File: config.mk
export PLATFORM = sky130hd
export DESIGN_NAME = keypad_scanner
export DESIGN_NICKNAME = d
export VERILOG_FILES = /design/src/rtl/keypad_pkg.sv /design/src/rtl/keypad_debounce.sv /design/src/rtl/keypad_scanner.sv
export SDC_FILE = /design/constraint.sdc
export NUM_CORES = 1
export LEC_CHECK = 0
export CAP_MARGIN = 0
export CORE_AREA = 5 5 108 110
export CTS_BUF_LIST = sky130_fd_sc_hd__clkbuf_8
export DETAILED_ROUTE_END_ITERATION = 10
export DIE_AREA = 0 0 113 115
export DONT_BUFFER_PORTS = 1
export GPL_TIMING_DRIVEN = 0
export PLACE_DENSITY = 0.73
export RECOVER_POWER = 50
export SLEW_MARGIN = 20
export SYNTH_ARGS = -nofsm -noshare
export SYNTH_HDL_FRONTEND = slang
export SYNTH_SLANG_ARGS = --single-unit
File: constraint.sdc
create_clock -name i_clk -period 14.16 [get_ports i_clk]
set_clock_uncertainty 0.1 [all_clocks]
set_input_delay 2.832 -clock i_clk [delete_from_list [all_inputs] [get_ports i_clk]]
set_output_delay 2.832 -clock i_clk [all_outputs]
set_load 0.01 [all_outputs]
File: src/rtl/keypad_pkg.sv
// keypad_pkg: shared constants, FSM encoding and snapshot classification for the keypad scanner
package keypad_pkg;
   localparam int SNAP_W = 16;
   localparam logic [3:0] COL_RST = 4'b1110;
   typedef enum logic [1:0] {ST_IDLE = 2'd0, ST_HELD = 2'd1, ST_LOCK = 2'd2} state_t;
   typedef enum logic [1:0] {CLS_NONE = 2'd0, CLS_SINGLE = 2'd1, CLS_MULTI = 2'd2} cls_t;
   typedef struct packed {
      cls_t       cls;
      logic [3:0] idx;
   } class_t;

   // Snapshot bits are active low; idx is meaningful only for CLS_SINGLE
   function automatic class_t classify(input logic [SNAP_W-1:0] snap);
      int unsigned zeros;
      class_t c;
      zeros = 0;
      c.idx = 4'd0;
      for (int i = 0; i < SNAP_W; i++)
         if (!snap[i]) begin
            zeros++;
            c.idx = 4'(i);
         end
      c.cls = zeros == 0 ? CLS_NONE : zeros == 1 ? CLS_SINGLE : CLS_MULTI;
      return c;
   endfunction
endpackage

File: src/rtl/keypad_debounce.sv
// keypad_debounce: accepts a full-scan snapshot once it repeats DEBOUNCE_SCANS times in a row
module keypad_debounce
   import keypad_pkg::*;
#(
   parameter int DEBOUNCE_SCANS = 4
) (
   input  logic              clk_i,
   input  logic              rst_ni,
   input  logic [SNAP_W-1:0] snap_i,
   input  logic              scan_done_i,
   output logic              stable_o,
   output logic [SNAP_W-1:0] snap_o
);
   localparam int CW = $clog2(DEBOUNCE_SCANS);
   localparam logic [CW-1:0] LAST = CW'(DEBOUNCE_SCANS - 1);

   logic [SNAP_W-1:0] prev_q, prev_d;
   logic [CW-1:0]     cnt_q, cnt_d;
   logic              stable_q, stable_d;

   // stable_q pulses for one cycle per scan while the count sits at LAST
   always_comb begin
      cnt_d    = cnt_q;
      prev_d   = prev_q;
      stable_d = 1'b0;
      if (scan_done_i) begin
         cnt_d    = snap_i != prev_q ? '0 : cnt_q == LAST ? LAST : cnt_q + 1'b1;
         prev_d   = snap_i;
         stable_d = cnt_d == LAST;
      end
   end

   always_ff @(posedge clk_i) begin
      if (!rst_ni) begin
         prev_q   <= '1;
         cnt_q    <= '0;
         stable_q <= 1'b0;
      end else begin
         prev_q   <= prev_d;
         cnt_q    <= cnt_d;
         stable_q <= stable_d;
      end
   end

   assign stable_o = stable_q;
   assign snap_o   = prev_q;
endmodule

File: src/rtl/keypad_scanner.sv
// keypad_scanner: 4x4 matrix keypad scan with debounce, hex key code, valid strobe and lockout
module keypad_scanner
   import keypad_pkg::*;
#(
   parameter int SCAN_DIV       = 16,
   parameter int DEBOUNCE_SCANS = 4,
   parameter int CNT_W          = 16
) (
   input  logic       i_clk,
   input  logic       i_rst_n,
   output logic [3:0] o_Col,
   input  logic [3:0] i_Row,
   output logic [3:0] o_Key,
   output logic       o_KeyValid,
   output logic       o_KeyHeld,
   output logic       o_Multi
);
   logic [3:0]        sync1_q, sync2_q;
   logic [CNT_W-1:0]  cnt_q, cnt_d;
   logic [3:0]        col_q, col_d;
   logic [1:0]        col_idx_q, col_idx_d;
   logic [SNAP_W-1:0] snap_q, snap_d;
   logic              scan_done_q, scan_done_d;
   logic              tick;
   logic              db_stable;
   logic [SNAP_W-1:0] db_snap;
   class_t            c;
   state_t            state_q, state_d;
   logic [3:0]        key_q, key_d;
   logic              valid_q, valid_d, held_q, held_d, multi_q, multi_d;

   assign tick = cnt_q == CNT_W'(SCAN_DIV - 1);

   // Rows are sampled at the end of each column period, then the column advances
   always_comb begin
      cnt_d       = tick ? '0 : cnt_q + 1'b1;
      col_d       = tick ? {col_q[2:0], col_q[3]} : col_q;
      col_idx_d   = tick ? col_idx_q + 2'd1 : col_idx_q;
      scan_done_d = tick && col_idx_q == 2'd3;
      snap_d      = snap_q;
      if (tick)
         for (int r = 0; r < 4; r++)
            snap_d[{2'(r), col_idx_q}] = sync2_q[r];
   end

   always_ff @(posedge i_clk) begin
      if (!i_rst_n) begin
         sync1_q     <= 4'b1111;
         sync2_q     <= 4'b1111;
         cnt_q       <= '0;
         col_q       <= COL_RST;
         col_idx_q   <= 2'd0;
         snap_q      <= '1;
         scan_done_q <= 1'b0;
      end else begin
         sync1_q     <= i_Row;
         sync2_q     <= sync1_q;
         cnt_q       <= cnt_d;
         col_q       <= col_d;
         col_idx_q   <= col_idx_d;
         snap_q      <= snap_d;
         scan_done_q <= scan_done_d;
      end
   end

   keypad_debounce #(.DEBOUNCE_SCANS(DEBOUNCE_SCANS)) u_debounce (
      .clk_i       (i_clk),
      .rst_ni      (i_rst_n),
      .snap_i      (snap_q),
      .scan_done_i (scan_done_q),
      .stable_o    (db_stable),
      .snap_o      (db_snap)
   );

   assign c = classify(db_snap);

   always_ff @(posedge i_clk) begin
      if (!i_rst_n) begin
         state_q <= ST_IDLE;
         key_q   <= 4'd0;
         valid_q <= 1'b0;
         held_q  <= 1'b0;
         multi_q <= 1'b0;
      end else begin
         state_q <= state_d;
         key_q   <= key_d;
         valid_q <= valid_d;
         held_q  <= held_d;
         multi_q <= multi_d;
      end
   end

   // A different single key while held locks out instead of rolling over
   always_comb begin
      state_d = state_q;
      if (db_stable)
         case (state_q)
            ST_IDLE: state_d = c.cls == CLS_SINGLE ? ST_HELD : c.cls == CLS_MULTI ? ST_LOCK : ST_IDLE;
            ST_HELD: state_d = c.cls == CLS_SINGLE && c.idx == key_q ? ST_HELD :
                               c.cls == CLS_NONE ? ST_IDLE : ST_LOCK;
            ST_LOCK: state_d = c.cls == CLS_NONE ? ST_IDLE : ST_LOCK;
            default: state_d = ST_IDLE;
         endcase
   end

   always_comb begin
      key_d   = key_q;
      valid_d = 1'b0;
      held_d  = held_q;
      multi_d = multi_q;
      if (db_stable) begin
         if (state_q == ST_IDLE && c.cls == CLS_SINGLE) begin
            key_d   = c.idx;
            valid_d = 1'b1;
         end
         held_d  = state_d == ST_HELD;
         multi_d = state_q == ST_LOCK ? state_d == ST_LOCK && multi_q : c.cls == CLS_MULTI;
      end
   end

   assign o_Col      = col_q;
   assign o_Key      = key_q;
   assign o_KeyValid = valid_q;
   assign o_KeyHeld  = held_q;
   assign o_Multi    = multi_q;
endmodule

# After elaboration in Yosys (flattened, before gate mapping)
# Cells that the tools add are included.
[word_totals]
rom_bits = 0
latchBits = 0
n_memories = 0
ram_bits = 0
regBits = 75
in_bits = 6
out_inout_bits = 11
wordCells = 125
[classes]
n_bitwise = 1
multipliers = 0
n_div = 0
n_reduce_logical = 15
eq_ne = 13
n_addsub = 18
n_shift = 0
muxes = 55
n_lt_le_gt_ge = 8
[ops]
columns = ["operator", "count"]
rows = [
  ["32-bit by 1-bit adder with 32-bit output (second input constant)", 15],
  ["32-bit two-way mux", 15],
  ["16-bit bitwise mux", 4],
  ["4-bit two-way mux", 14],
  ["32-bit by 1-bit == test with 1-bit output (second input constant)", 1],
  ["32-bit zero test", 1],
  ["2-bit two-way mux", 9],
  ["16-bit by 1-bit adder with 16-bit output (second input constant)", 1],
  ["16-bit by 4-bit == test with 1-bit output (second input constant)", 1],
  ["16-bit != test", 1],
  ["2-bit == test (second input constant)", 6],
  ["4-bit by 5-bit less-than comparator with 1-bit output (second input constant)", 2],
  ["1-bit demux with 2-bit select", 4],
  ["4-bit by 1-bit >= comparator with 1-bit output (second input constant)", 2],
  ["1-bit logical AND", 8],
  ["1-bit two-way mux", 8],
  ["2-bit by 1-bit == test with 1-bit output (second input constant)", 3],
  ["2-bit case mux with 3 select lines", 1],
  ["2-bit AND reduction", 3],
  ["2-bit by 5-bit less-than comparator with 1-bit output (second input constant)", 1],
  ["3-bit by 5-bit less-than comparator with 1-bit output (second input constant)", 1],
  ["2-bit by 1-bit adder with 2-bit output (second input constant)", 2],
  ["4-bit == test", 1],
  ["2-bit zero test", 2],
  ["4 further kinds", 4],
]

# Depth between registers and ports, before layout
# Gate-level depths: netlist of the first run.
[depth]
word_depth = 42
mapped_depth = 56
depth_no_buf = 55

# Hierarchy
# A second synthesis of the first run with hierarchy kept.
[hier_totals]
cells_unflattened = 615
area_unflattened_um2 = 5286.3
[by_module_without_submodules]
columns = ["mod", "instances", "seq_area_each_um2", "area_each_um2", "cells_each"]
rows = [
  ["keypad_scanner", 1, 1121.1, 4448.0, 530],
  ["keypad_debounce", 1, 380.4, 838.3, 85],
]

# Worst setup path before layout of the first run
# OpenSTA, ideal clock, no wires.
[synth_path]
kind = "register -> register"
startpoint = "register u_debounce.prev_q[0] (netlist: u_debounce.snap_o[0])"
endpoint = "register key_q[1] (netlist: o_Key[1])"
stages_incl_launch_ff = 57
t_required_ns = 13.998
path_buffers = 1
arrival_ns = 10.916
setup_slack_ns = 3.082
synth_period_minus_slack_ns = 11.078
setup_time_ns = 0.062
cell_sequence = "dfxtp_1 inv_1 ha_1 or2b_2 and2_1 ha_1 nand2b_1 nand2_1 ha_1 nor2_1 a31oi_1 ha_1 nor2b_1 a41oi_1 nand2_1 ha_1 nor2_1 a31oi_1 [21 not listed] a21oi_1 ha_1 nor2b_1 a21o_1 ha_1 nor2b_1 a21bo_2 a31oi_1 nor4_2 or2_2 nand3_1 mux2_4 or3_1 a211o_2 or4_4 buf_6 mux2_4 nor2_2"
[synth_between]
elab_chain_cells = 37
elab_cells_between_ends = 38
classes_between = "15 x add/sub; 2 x eq/ne; 18 x mux; 3 x reduce/logical"
[synth_rtl]
columns = ["element", "line", "text"]
rows = [
  ["start: declaration", "keypad_debounce.sv:17", "logic [SNAP_W-1:0] prev_q, prev_d;"],
  ["start signal: assignment", "keypad_debounce.sv:39", "prev_q <= prev_d;"],
  ["1-bit two-way mux *", "keypad_pkg.sv:19", "if (!snap[i]) begin"],
  ["32-bit by 1-bit adder with 32-bit output", "keypad_pkg.sv:20", "zeros++;"],
  ["32-bit two-way mux *", "keypad_pkg.sv:19", ""],
  ["32-bit by 1-bit adder with 32-bit output", "keypad_pkg.sv:20", ""],
  ["32-bit two-way mux *", "keypad_pkg.sv:19", ""],
  ["32-bit by 1-bit adder with 32-bit output", "keypad_pkg.sv:20", ""],
  ["32-bit two-way mux *", "keypad_pkg.sv:19", ""],
  ["32-bit by 1-bit adder with 32-bit output", "keypad_pkg.sv:20", ""],
  ["[21 not listed]", "--", ""],
  ["32-bit by 1-bit adder with 32-bit output", "keypad_pkg.sv:20", ""],
  ["32-bit two-way mux *", "keypad_pkg.sv:19", ""],
  ["32-bit by 1-bit == test with 1-bit output", "keypad_pkg.sv:23", "c.cls = zeros == 0 ? CLS_NONE : zeros == 1 ? CLS_SINGLE : CLS_MULTI;"],
  ["2-bit two-way mux", "keypad_pkg.sv:23", ""],
  ["2-bit two-way mux *", "keypad_pkg.sv:23", ""],
  ["2-bit by 1-bit == test with 1-bit output *", "keypad_scanner.sv:112", "if (state_q == ST_IDLE && c.cls == CLS_SINGLE) begin"],
  ["1-bit logical AND *", "keypad_scanner.sv:112", ""],
  ["2-bit AND reduction (no source line) *", "--", ""],
  ["end signal: assignment", "keypad_scanner.sv:86", "key_q <= key_d;"],
  ["end: declaration", "keypad_scanner.sv:29", "logic [3:0] key_q, key_d;"],
]
# Mark *: on every way between the ends. The rest lies on a longest branch, timed or not.
# A chain may end at the register's enable or synchronous reset.

# Final worst setup path of the first run
[layout_path]
startpoint = "register u_debounce.prev_q[1] (netlist: u_debounce.snap_o[1])"
endpoint = "register key_q[1] (netlist: o_Key[1])"
[layout_between]
elab_chain_cells = 35
elab_cells_between_ends = 36
classes_between = "14 x add/sub; 2 x eq/ne; 17 x mux; 3 x reduce/logical"
[layout_rtl]
columns = ["element", "line"]
rows = [
  ["32-bit two-way mux *", "keypad_pkg.sv:19"],
  ["32-bit by 1-bit adder with 32-bit output", "keypad_pkg.sv:20"],
  ["32-bit two-way mux *", "keypad_pkg.sv:19"],
  ["32-bit by 1-bit adder with 32-bit output", "keypad_pkg.sv:20"],
  ["32-bit two-way mux *", "keypad_pkg.sv:19"],
  ["32-bit by 1-bit adder with 32-bit output", "keypad_pkg.sv:20"],
  ["32-bit two-way mux *", "keypad_pkg.sv:19"],
  ["32-bit by 1-bit adder with 32-bit output", "keypad_pkg.sv:20"],
  ["[19 not listed]", "--"],
  ["32-bit by 1-bit adder with 32-bit output", "keypad_pkg.sv:20"],
  ["32-bit two-way mux *", "keypad_pkg.sv:19"],
  ["32-bit by 1-bit == test with 1-bit output", "keypad_pkg.sv:23"],
  ["2-bit two-way mux", "keypad_pkg.sv:23"],
  ["2-bit two-way mux *", "keypad_pkg.sv:23"],
  ["2-bit by 1-bit == test with 1-bit output *", "keypad_scanner.sv:112"],
  ["1-bit logical AND *", "keypad_scanner.sv:112"],
  ["2-bit AND reduction (no source line) *", "--"],
]
# Marked as above.

==> results of run 1 <==
critical path: cells and delay by family (launching register included):
family,cells,cell delay [ps]
fa+ha+maj,13,3660
flops,1,400
buf+inv,4,400
mux,3,760
compound gates,14,3510
simple gates,22,3600
sequential cells by signal, summed over array words and instances, names as in the netlist:
signal	cells
cnt_q	16
col_idx_q	2
o_Col	4
o_Key	4
o_KeyHeld	1
o_KeyValid	1
o_Multi	1
scan_done_q	1
snap_q	16
state_q	2
sync1_q	4
sync2_q	4
u_debounce.cnt_q	2
u_debounce.snap_o	16
u_debounce.stable_o	1
layout by cell type (no fill, tap or decap), types with 3 or more instances in the layout:
cell                        instances
sky130_fd_sc_hd__a21oi_1           16
sky130_fd_sc_hd__a21boi_0           3
sky130_fd_sc_hd__buf_6              6
sky130_fd_sc_hd__inv_1             21
sky130_fd_sc_hd__a211oi_1           7
sky130_fd_sc_hd__xnor2_2            3
sky130_fd_sc_hd__ha_1              20
sky130_fd_sc_hd__nand4_1           14
sky130_fd_sc_hd__mux2_2             4
sky130_fd_sc_hd__nand3b_1           5
sky130_fd_sc_hd__o21ai_0           12
sky130_fd_sc_hd__dfxtp_1           75
sky130_fd_sc_hd__a21o_1             4
sky130_fd_sc_hd__nor2b_1           16
sky130_fd_sc_hd__nor2_1            43
sky130_fd_sc_hd__nand3_1           16
sky130_fd_sc_hd__nor3_1             9
sky130_fd_sc_hd__mux2i_1           28
sky130_fd_sc_hd__o22ai_1            3
sky130_fd_sc_hd__clkbuf_1          17
sky130_fd_sc_hd__nand2_1           78
sky130_fd_sc_hd__and2_1             4
sky130_fd_sc_hd__xnor2_1           51
sky130_fd_sc_hd__xor2_1            19
sky130_fd_sc_hd__a31oi_1           11
sky130_fd_sc_hd__or2_2              5
sky130_fd_sc_hd__nand2b_1          21
sky130_fd_sc_hd__xnor3_1            5
sky130_fd_sc_hd__o211ai_1          10
sky130_fd_sc_hd__xnor2_4            3
sky130_fd_sc_hd__nor4_1             5
sky130_fd_sc_hd__and3_1             9
sky130_fd_sc_hd__clkbuf_8          12
sky130_fd_sc_hd__bufinv_16          3
sky130_fd_sc_hd__nor4b_1            3
cells in the mapped netlist (3+ instances only):
cell type and count:
sky130_fd_sc_hd__dfxtp_1 75, sky130_fd_sc_hd__o21ai_0 12, sky130_fd_sc_hd__clkbuf_1 17, sky130_fd_sc_hd__o211ai_1 10, sky130_fd_sc_hd__xnor2_2 3, sky130_fd_sc_hd__buf_6 6
sky130_fd_sc_hd__nand2b_1 21, sky130_fd_sc_hd__nor3_1 9, sky130_fd_sc_hd__nand3_1 16, sky130_fd_sc_hd__nand3b_1 5, sky130_fd_sc_hd__or2_2 5, sky130_fd_sc_hd__nand4_1 14
sky130_fd_sc_hd__mux2i_1 28, sky130_fd_sc_hd__xor2_1 19, sky130_fd_sc_hd__and3_1 9, sky130_fd_sc_hd__o22ai_1 3, sky130_fd_sc_hd__xnor3_1 5, sky130_fd_sc_hd__and2_1 4
sky130_fd_sc_hd__nor4_1 5, sky130_fd_sc_hd__ha_1 20, sky130_fd_sc_hd__xnor2_1 51, sky130_fd_sc_hd__a21oi_1 16, sky130_fd_sc_hd__nor4b_1 3, sky130_fd_sc_hd__a31oi_1 11
sky130_fd_sc_hd__nand2_1 78, sky130_fd_sc_hd__mux2_2 4, sky130_fd_sc_hd__a21boi_0 3, sky130_fd_sc_hd__xnor2_4 3, sky130_fd_sc_hd__inv_1 20, sky130_fd_sc_hd__nor2_1 43
sky130_fd_sc_hd__a21o_1 4, sky130_fd_sc_hd__nor2b_1 16, sky130_fd_sc_hd__a211oi_1 7
stage by stage:
| stage | std cells | setup slack, ps | cell area, µm² | hold slack (ps) |
|---|---|---|---|---|
| 5_1_grt | 762 | 473 | 5710 | 337 |
| 3_3_place_gp | 746 | 2060 | 5470 | 290 |
| 3_5_place_dp | 746 | 1730 | 5470 | 298 |
| 2_1_floorplan | 606 | 3080 | 5300 | 286 |
| 6_report | 762 | 1660 | 5710 | 313 |
| 4_1_cts | 762 | 1660 | 5710 | 318 |
report_power, final:
part | switching [W] | internal (W) | total [W]
sequential | 0.00000127 | 0.000213 | 0.000214
combinational | 0.00000425 | 0.00000197 | 0.00000622
clock | 0.0000756 | 0.000121 | 0.000196
metal layers:
layer / GRT usage, % / routed length [µm] / vias up
li1: - / - / 2148
met1: 22.8 / 5170 / 2008
met2: 30.9 / 5390 / 52
met3: 2.58 / 296 / 16
met4: 6.57 / 188 / 0
met5: 0 / 0 / -
logic make-up (layout without fill, tap and decap cells):
| kind of cell | Yosys count | in the layout | synth area share [%] |
|---|---|---|---|
| buffers and inverters | 51 | 67 | 5.10 |
| adder cells (fa/ha/maj) | 20 | 20 | 4.72 |
| AO/OA/AOI/OAI | 93 | 93 | 12.4 |
| XOR/XNOR | 87 | 87 | 18.9 |
| multiplexers | 35 | 35 | 7.13 |
| flip-flops | 75 | 75 | 28.3 |
| AND/OR/NAND/NOR | 245 | 245 | 23.5 |
layout make-up:
cell class / count / area share, %
buffer: 30 / 3.35
clock buffer: 10 / 2.41
clock inverter: 6 / 1.82
inverter: 21 / 1.38
multi-input combinational: 480 / 61.7
sequential: 75 / 26.3
tap: 140 / 3.07
worst max-delay path by stage:
stage                to  slack, ps  cells after the start
3_3_place_gp   o_Key[1]       2060                     56
2_1_floorplan  o_Key[1]       3080                     56
6_report       o_Key[1]       1660                     56
3_5_place_dp   o_Key[1]       1730                     56
5_1_grt        o_Key[2]        470                     56
4_1_cts        o_Key[1]       1660                     56
==> load_flow_metrics.sql, run 1 <==
INSERT INTO impl_metrics (metric_group, metric, value, unit) VALUES
('run_status', 'status', 'finished, final reports clean', ''),
('sta', 'clock.fmax', '80.0', 'MHz'),
('power', 'worst_ir_drop_vdd', '0.0802', 'mV'),
('sta', 'grt_setup_unrepaired', 'no', ''),
('setup_path', 'worst_path_largest_cell_delay', '450', 'ps'),
('final_layout', 'utilization', '53.9', '%'),
('clock_network', 'cts-hold-fix-buffers', '0', ''),
('clock_network', 'worstSkewPairLatency', '350', 'ps'),
('floorplanning', 'rows', '38', ''),
('drt', 'detail_route.vias_per_cell', '5.54', ''),
('setup_path', 'timing.critical_path.from', 'u_debounce.snap_o[1]', ''),
('clock_network', 'cts-buffers-inserted', '9', ''),
('floorplanning', 'core_area', '10600', 'µm²'),
('final_layout', 'areaGrowthSynthToFinish', '7.87', '%'),
('synth', 'number_of_synthesized_flops_with_an_enable_pin', '0', ''),
('setup_path', 'crit_fanout', '6', ''),
('setup_path', 'start_kind', 'register', ''),
('job', 'max_cap_violations', '0', ''),
('final_layout', 'layout.nets', '643', ''),
('placed_design', 'place_hpwl', '8700', 'µm'),
('synth', 'ys_types', '79', ''),
('power', 'p_total', '0.000416', 'W'),
('hold_path', 'holdPathStages', '1', ''),
('sta', 'post-route-period-util', '88.2', '%'),
('clock_network', 'clk_root_buffer_cell', 'sky130_fd_sc_hd__clkbuf_8', ''),
('clock_network', 'htree_num_levels', '3', ''),
('sta', 'finalHoldViolCount', '0', ''),
('grt', 'grt_overflow_total', '0', ''),
('placed_design', 'place.gp.congestion', '0.901', ''),
('setup_path', 'cp_data_arrival_time', '12690', 'ps'),
('floorplanning', 'die_width', '113', 'µm'),
('clock_network', 'cts.reportedPaths.clkPinSlew', '80', 'ps'),
('synth', 'synth_top_area_share', '28.3', '%'),
('drt', 'drt.antenna.violating_nets', '0', ''),
('setup_path', 'timing.critical_path.to_type', 'register', ''),
('grt', 'grt_antenna_before_repair', '0', ''),
('clock_network', 'clock_path_buffers', '2', ''),
('setup_path', 'timing_worst_setup_path_type', 'register to register', ''),
('final_layout', 'multi_input_comb_area', '3520', 'µm²'),
('synth', 'synth_nets', '632', ''),
('setup_path', 'cp.required', '14360', 'ps'),
('synth', 'synthesis.instances', '606', ''),
('synth', 'synthesis.area', '5300', 'µm²'),
('synth', 'postSynthAreaPerCell', '8.74', 'µm²'),
('synth', 'yosysWarningCount', '0', ''),
('hold_path', 'hold-path-endpoint', 'sync2_q[2]', ''),
('final_layout', 'layout-drive-gt1-share', '10.3', '%'),
('synth', 'synth_top_area_cell', 'sky130_fd_sc_hd__dfxtp_1', ''),
('setup_path', 'worst_case_reg_to_reg_path_depth', '56', ''),
('setup_path', 'critical_path.reg2reg.endpoint', 'o_Key[1]', ''),
('sta', 'final_period_minus_worst_setup_slack', '12500', 'ps'),
('synth', 'share_of_synthesized_registers_carrying_an_async_set_or_reset', '0', '%'),
('clock_network', 'cts_setup_buffers', '0', ''),
('synth', 'synth.yosys.seq_area_share', '28.3', '%'),
('synth', 'synth_area_leaders', 'sky130_fd_sc_hd__dfxtp_1 (28%), sky130_fd_sc_hd__xnor2_1 (8.4%), sky130_fd_sc_hd__nand2_1 (5.5%)', ''),
('setup_path', 'crit_path_top_delay_cell', 'sky130_fd_sc_hd__a21boi_0', ''),
('synth', 'postSynthRegisterBits', '75', ''),
('final_layout', 'diodes_inserted', '0', ''),
('setup_path', 'r2r_start', 'u_debounce.snap_o[1]', ''),
('placed_design', 'portBuffers', '0', ''),
('power', 'power_leakage', '2.46', 'nW'),
('floorplanning', 'die_h', '115', 'µm'),
('drt', 'drc', '0', ''),
('grt', 'grt_pass1_vias', '4155', ''),
('synth', 'synth-main-ff-cell', 'sky130_fd_sc_hd__dfxtp_1', ''),
('grt', 'grt_max_degree', '13', ''),
('drt', 'num_vias', '4224', ''),
('floorplanning', 'ioPinCount', '17', ''),
('sta', 'tns', '0', 'ps'),
('drt', 'wl_per_cell', '14.5', 'µm'),
('clock_network', 'clock_tree_from_tritoncts', 'done', '');
No activity file was read; power rests on OpenSTA's default activity.
==> run 2: changes to the inputs <==
==> constraint.sdc (replaced) <==
create_clock -name i_clk -period 11.6 [get_ports i_clk]
set_clock_uncertainty 0.1 [all_clocks]
set_input_delay 2.32 -clock i_clk [delete_from_list [all_inputs] [get_ports i_clk]]
set_output_delay 2.32 -clock i_clk [all_outputs]
set_load 0.01 [all_outputs]
==> run 2 against run 1 <==
  * Hold slack hardly changed
  * Total power is 22% higher
  * Register-to-register slack worse by 1200 ps
  * Combinational power is 23% higher
  * Clock-buffer cell count stayed put
  * Via count is 1.6% higher
  * Utilization is 2.1 points higher
  * Critical path depth stayed put
  * Sequential power is 22% higher
  * Sequential share of layout area is 0.95 points lower
  * First-iteration DRC count is 3.9% higher
  * Final cell count is 1.2% higher
  * Critical path type unchanged
  * Critical endpoint unchanged
==> load_flow_metrics.sql, run 2 (synthesized netlist as in run 1, its figures left out) <==
INSERT INTO impl_metrics (metric_group, metric, value, unit) VALUES
('grt', 'global_route.usage.total', '17.9', '%'),
('grt', 'grt_overflow_total', '0', ''),
('floorplanning', 'core_area', '10600', 'µm²'),
('setup_path', 'start_kind', 'register', ''),
('drt', 'detail_route.vias_per_cell', '5.57', ''),
('final_layout', 'multi_input_comb_area', '3680', 'µm²'),
('final_layout', 'layout-drive-gt1-share', '15.5', '%'),
('final_layout', 'final_area', '5940', 'µm²'),
('hold_path', 'min-delay-path-class', 'register to register', ''),
('clock_network', 'htree_num_levels', '3', ''),
('drt', 'routed_wire_length', '11400', 'µm'),
('setup_path', 'crit_fanout', '6', ''),
('placed_design', 'post_dp_cell_area', '5470', 'µm²'),
('power', 'power_leakage', '2.52', 'nW'),
('grt', 'use_met1', '22.9', '%'),
('final_layout', 'layout.nets', '652', ''),
('grt', 'global_route.usage.met3', '2.53', '%'),
('setup_path', 'critical-path-top-cell-by-count', 'sky130_fd_sc_hd__ha_1', ''),
('setup_path', 'crit_path_top_delay_cell', 'sky130_fd_sc_hd__or4_4', ''),
('power', 'p_total', '0.000508', 'W'),
('setup_path', 'cp_data_arrival_time', '11310', 'ps'),
('sta', 'finalHoldViolCount', '0', ''),
('floorplanning', 'die_width', '113', 'µm'),
('sta', 'final_period_minus_worst_setup_slack', '11110', 'ps'),
('floorplanning', 'ioPinCount', '17', ''),
('power', 'power_frac_comb', '1.5', '%'),
('final_layout', 'layout.cells.most_common', 'sky130_fd_sc_hd__nand2_1', ''),
('clock_network', 'cts.reportedPaths.clkPinSlew', '80', 'ps'),
('drt', 'drc', '0', ''),
('final_layout', 'areaGrowthSynthToFinish', '12.1', '%'),
('drt', 'dr.pass1.iters', '4', ''),
('grt', 'grt_pass1_vias', '4150', ''),
('clock_network', 'cts_num_sinks', '75', ''),
('sta', 'worst_pin_slew', '787', 'ps'),
('sta', 'post-route-period-util', '95.8', '%'),
('run_status', 'status', 'finished, final reports clean', ''),
('power', 'switching_component_of_the_power', '0.0000989', 'W'),
('clock_network', 'cts-buffers-inserted', '9', ''),
('grt', 'met2_usage', '31.0', '%'),
('final_layout', 'mostFrequentLayoutCells', 'sky130_fd_sc_hd__nand2_1 (76), sky130_fd_sc_hd__dfxtp_1 (73), sky130_fd_sc_hd__xnor2_1 (50)', ''),
('clock_network', 'clock_path_buffers', '2', ''),
('power', 'power.switching_fraction', '19.5', '%'),
('power', 'worst_ir_drop_vdd', '0.0979', 'mV'),
('sta', 'tns', '0', 'ps'),
('job', 'max_cap_violations', '0', ''),
('final_layout', 'layout.filler_cells', '945', ''),
('floorplanning', 'die_h', '115', 'µm'),
('clock_network', 'clk_root_buffer_cell', 'sky130_fd_sc_hd__clkbuf_8', ''),
('floorplanning', 'rows', '38', ''),
('grt', 'first_pass_grt_wire_length', '19300', 'µm'),
('final_layout', 'diodes_inserted', '0', ''),
('drt', 'wl_per_cell', '14.8', 'µm'),
('clock_network', 'worstSkewPairLatency', '350', 'ps'),
('sta', 'slew-limit-headroom', '47.6', '%'),
('floorplanning', 'dieArea', '13000', 'µm²'),
('floorplanning', 'initial_core_util', '50.0', '%'),
('drt', 'drtIter0Drc', '159', ''),
('power', 'p_int', '0.000409', 'W'),
('sta', 'hold-worst-slack', '313', 'ps'),
('placed_design', 'place.gp.congestion', '0.901', ''),
('grt', 'busiest_layer', 'met2', ''),
('setup_path', 'cp.required', '11800', 'ps'),
('grt', 'grt_max_degree', '13', ''),
('drt', 'drt.antenna.violating_nets', '0', ''),
('setup_path', 'timing_worst_setup_path_type', 'register to register', ''),
('sta', 'timing.final.setup_violations', '0', ''),
('power', 'clkPwrFrac', '47.1', '%'),
('clock_network', 'clock_tree_from_tritoncts', 'done', ''),
('placed_design', 'portBuffers', '0', ''),
('drt', 'num_vias', '4293', ''),
('grt', 'grt_antenna_before_repair', '0', ''),
('sta', 'report.final.slew_viol_count', '0', ''),
('setup_path', 'worst_path_largest_cell_delay', '430', 'ps'),
('placed_design', 'place_hpwl', '8700', 'µm'),
('setup_path', 'timing.critical_path.to_type', 'register', ''),
('final_layout', 'regArea', '1500', 'µm²'),
('power', 'cellPowerDensity', '85.5', 'nW/µm²'),
('power', 'power.share.sequential', '51.4', '%'),
('sta', 'clock.fmax', '90.0', 'MHz');
## run 2: cell types whose count changed in the layout (fill, tap and decap cells not counted), moves of 2 or more
cell / change
sky130_fd_sc_hd__a41oi_2: +2
sky130_fd_sc_hd__nor2b_4: +2
sky130_fd_sc_hd__dfxtp_2: +2
sky130_fd_sc_hd__nand2_2: +2
sky130_fd_sc_hd__ha_4: +3
sky130_fd_sc_hd__buf_4: +10
sky130_fd_sc_hd__ha_1: -4
sky130_fd_sc_hd__a41oi_1: -2
sky130_fd_sc_hd__dfxtp_1: -2
sky130_fd_sc_hd__nand2_1: -2
sky130_fd_sc_hd__nor2b_1: -3
## run 2: area by class of cell
cell class | count | area share (%)
clock inverter | 6 | 1.75
multi-input combinational | 480 | 61.9
timing repair buffer | 10 | 1.26
sequential | 75 | 25.3
clock buffer | 10 | 2.32
tap | 140 | 2.95
buffer | 29 | 3.14
inverter | 21 | 1.33
## run 2: metrics by stage
step	cells	util, %	setup WS (ps)
CTS	765	54.5	1.73
detailed placement	746	51.6	-834
floorplan	606	-	522
global route	771	56.0	-93.1
global placement	746	51.6	-498
finish	771	56.0	490
## run 2: layer usage
metal,part of all wire [%],vias up
li1,-,2161
met1,47,2064
met2,49,52
met3,2.2,16
met4,1.6,0
met5,0,-
## run 2: power by group through the flow
stage                     Sequential, W  Combinational (W)  Clock [W]
final                          0.000261         0.00000762   0.000239
after global routing           0.000261         0.00000883   0.000257
after CTS                      0.000261         0.00000775   0.000244
after detailed placement       0.000267         0.00000776          0
after global placement         0.000267         0.00000742          0
after floorplan                0.000267         0.00000571          0
## run 2: worst paths after layout
kind	startpoint	end	slack, ps	cells past startpoint
worst max-delay path	u_debounce.snap_o[0]	o_Key[1]	490	56
worst min-delay path	sync1_q[2]	sync2_q[2]	310	1
worst max register to register	u_debounce.snap_o[0]	o_Key[1]	490	56
worst min register to register	sync1_q[2]	sync2_q[2]	310	1
## run 2: critical path, delay by kind of cell (launching register included)
kind / cells / cell delay, ps
AOI/OAI and AO/OA: 14 / 2370
muxes: 3 / 800
and+or+nand+nor: 22 / 3470
DFF: 1 / 350
buffers and inverters: 4 / 390
adders and majority gates: 13 / 3560
## run 2: repair_timing
item | in CTS | in global routing
endpoints found under the setup margin | 9 | 9
pin swaps | 1 | 6
gates resized for setup | 9 | 23
hold buffers | 0 | 0
setup buffers | 3 | 7
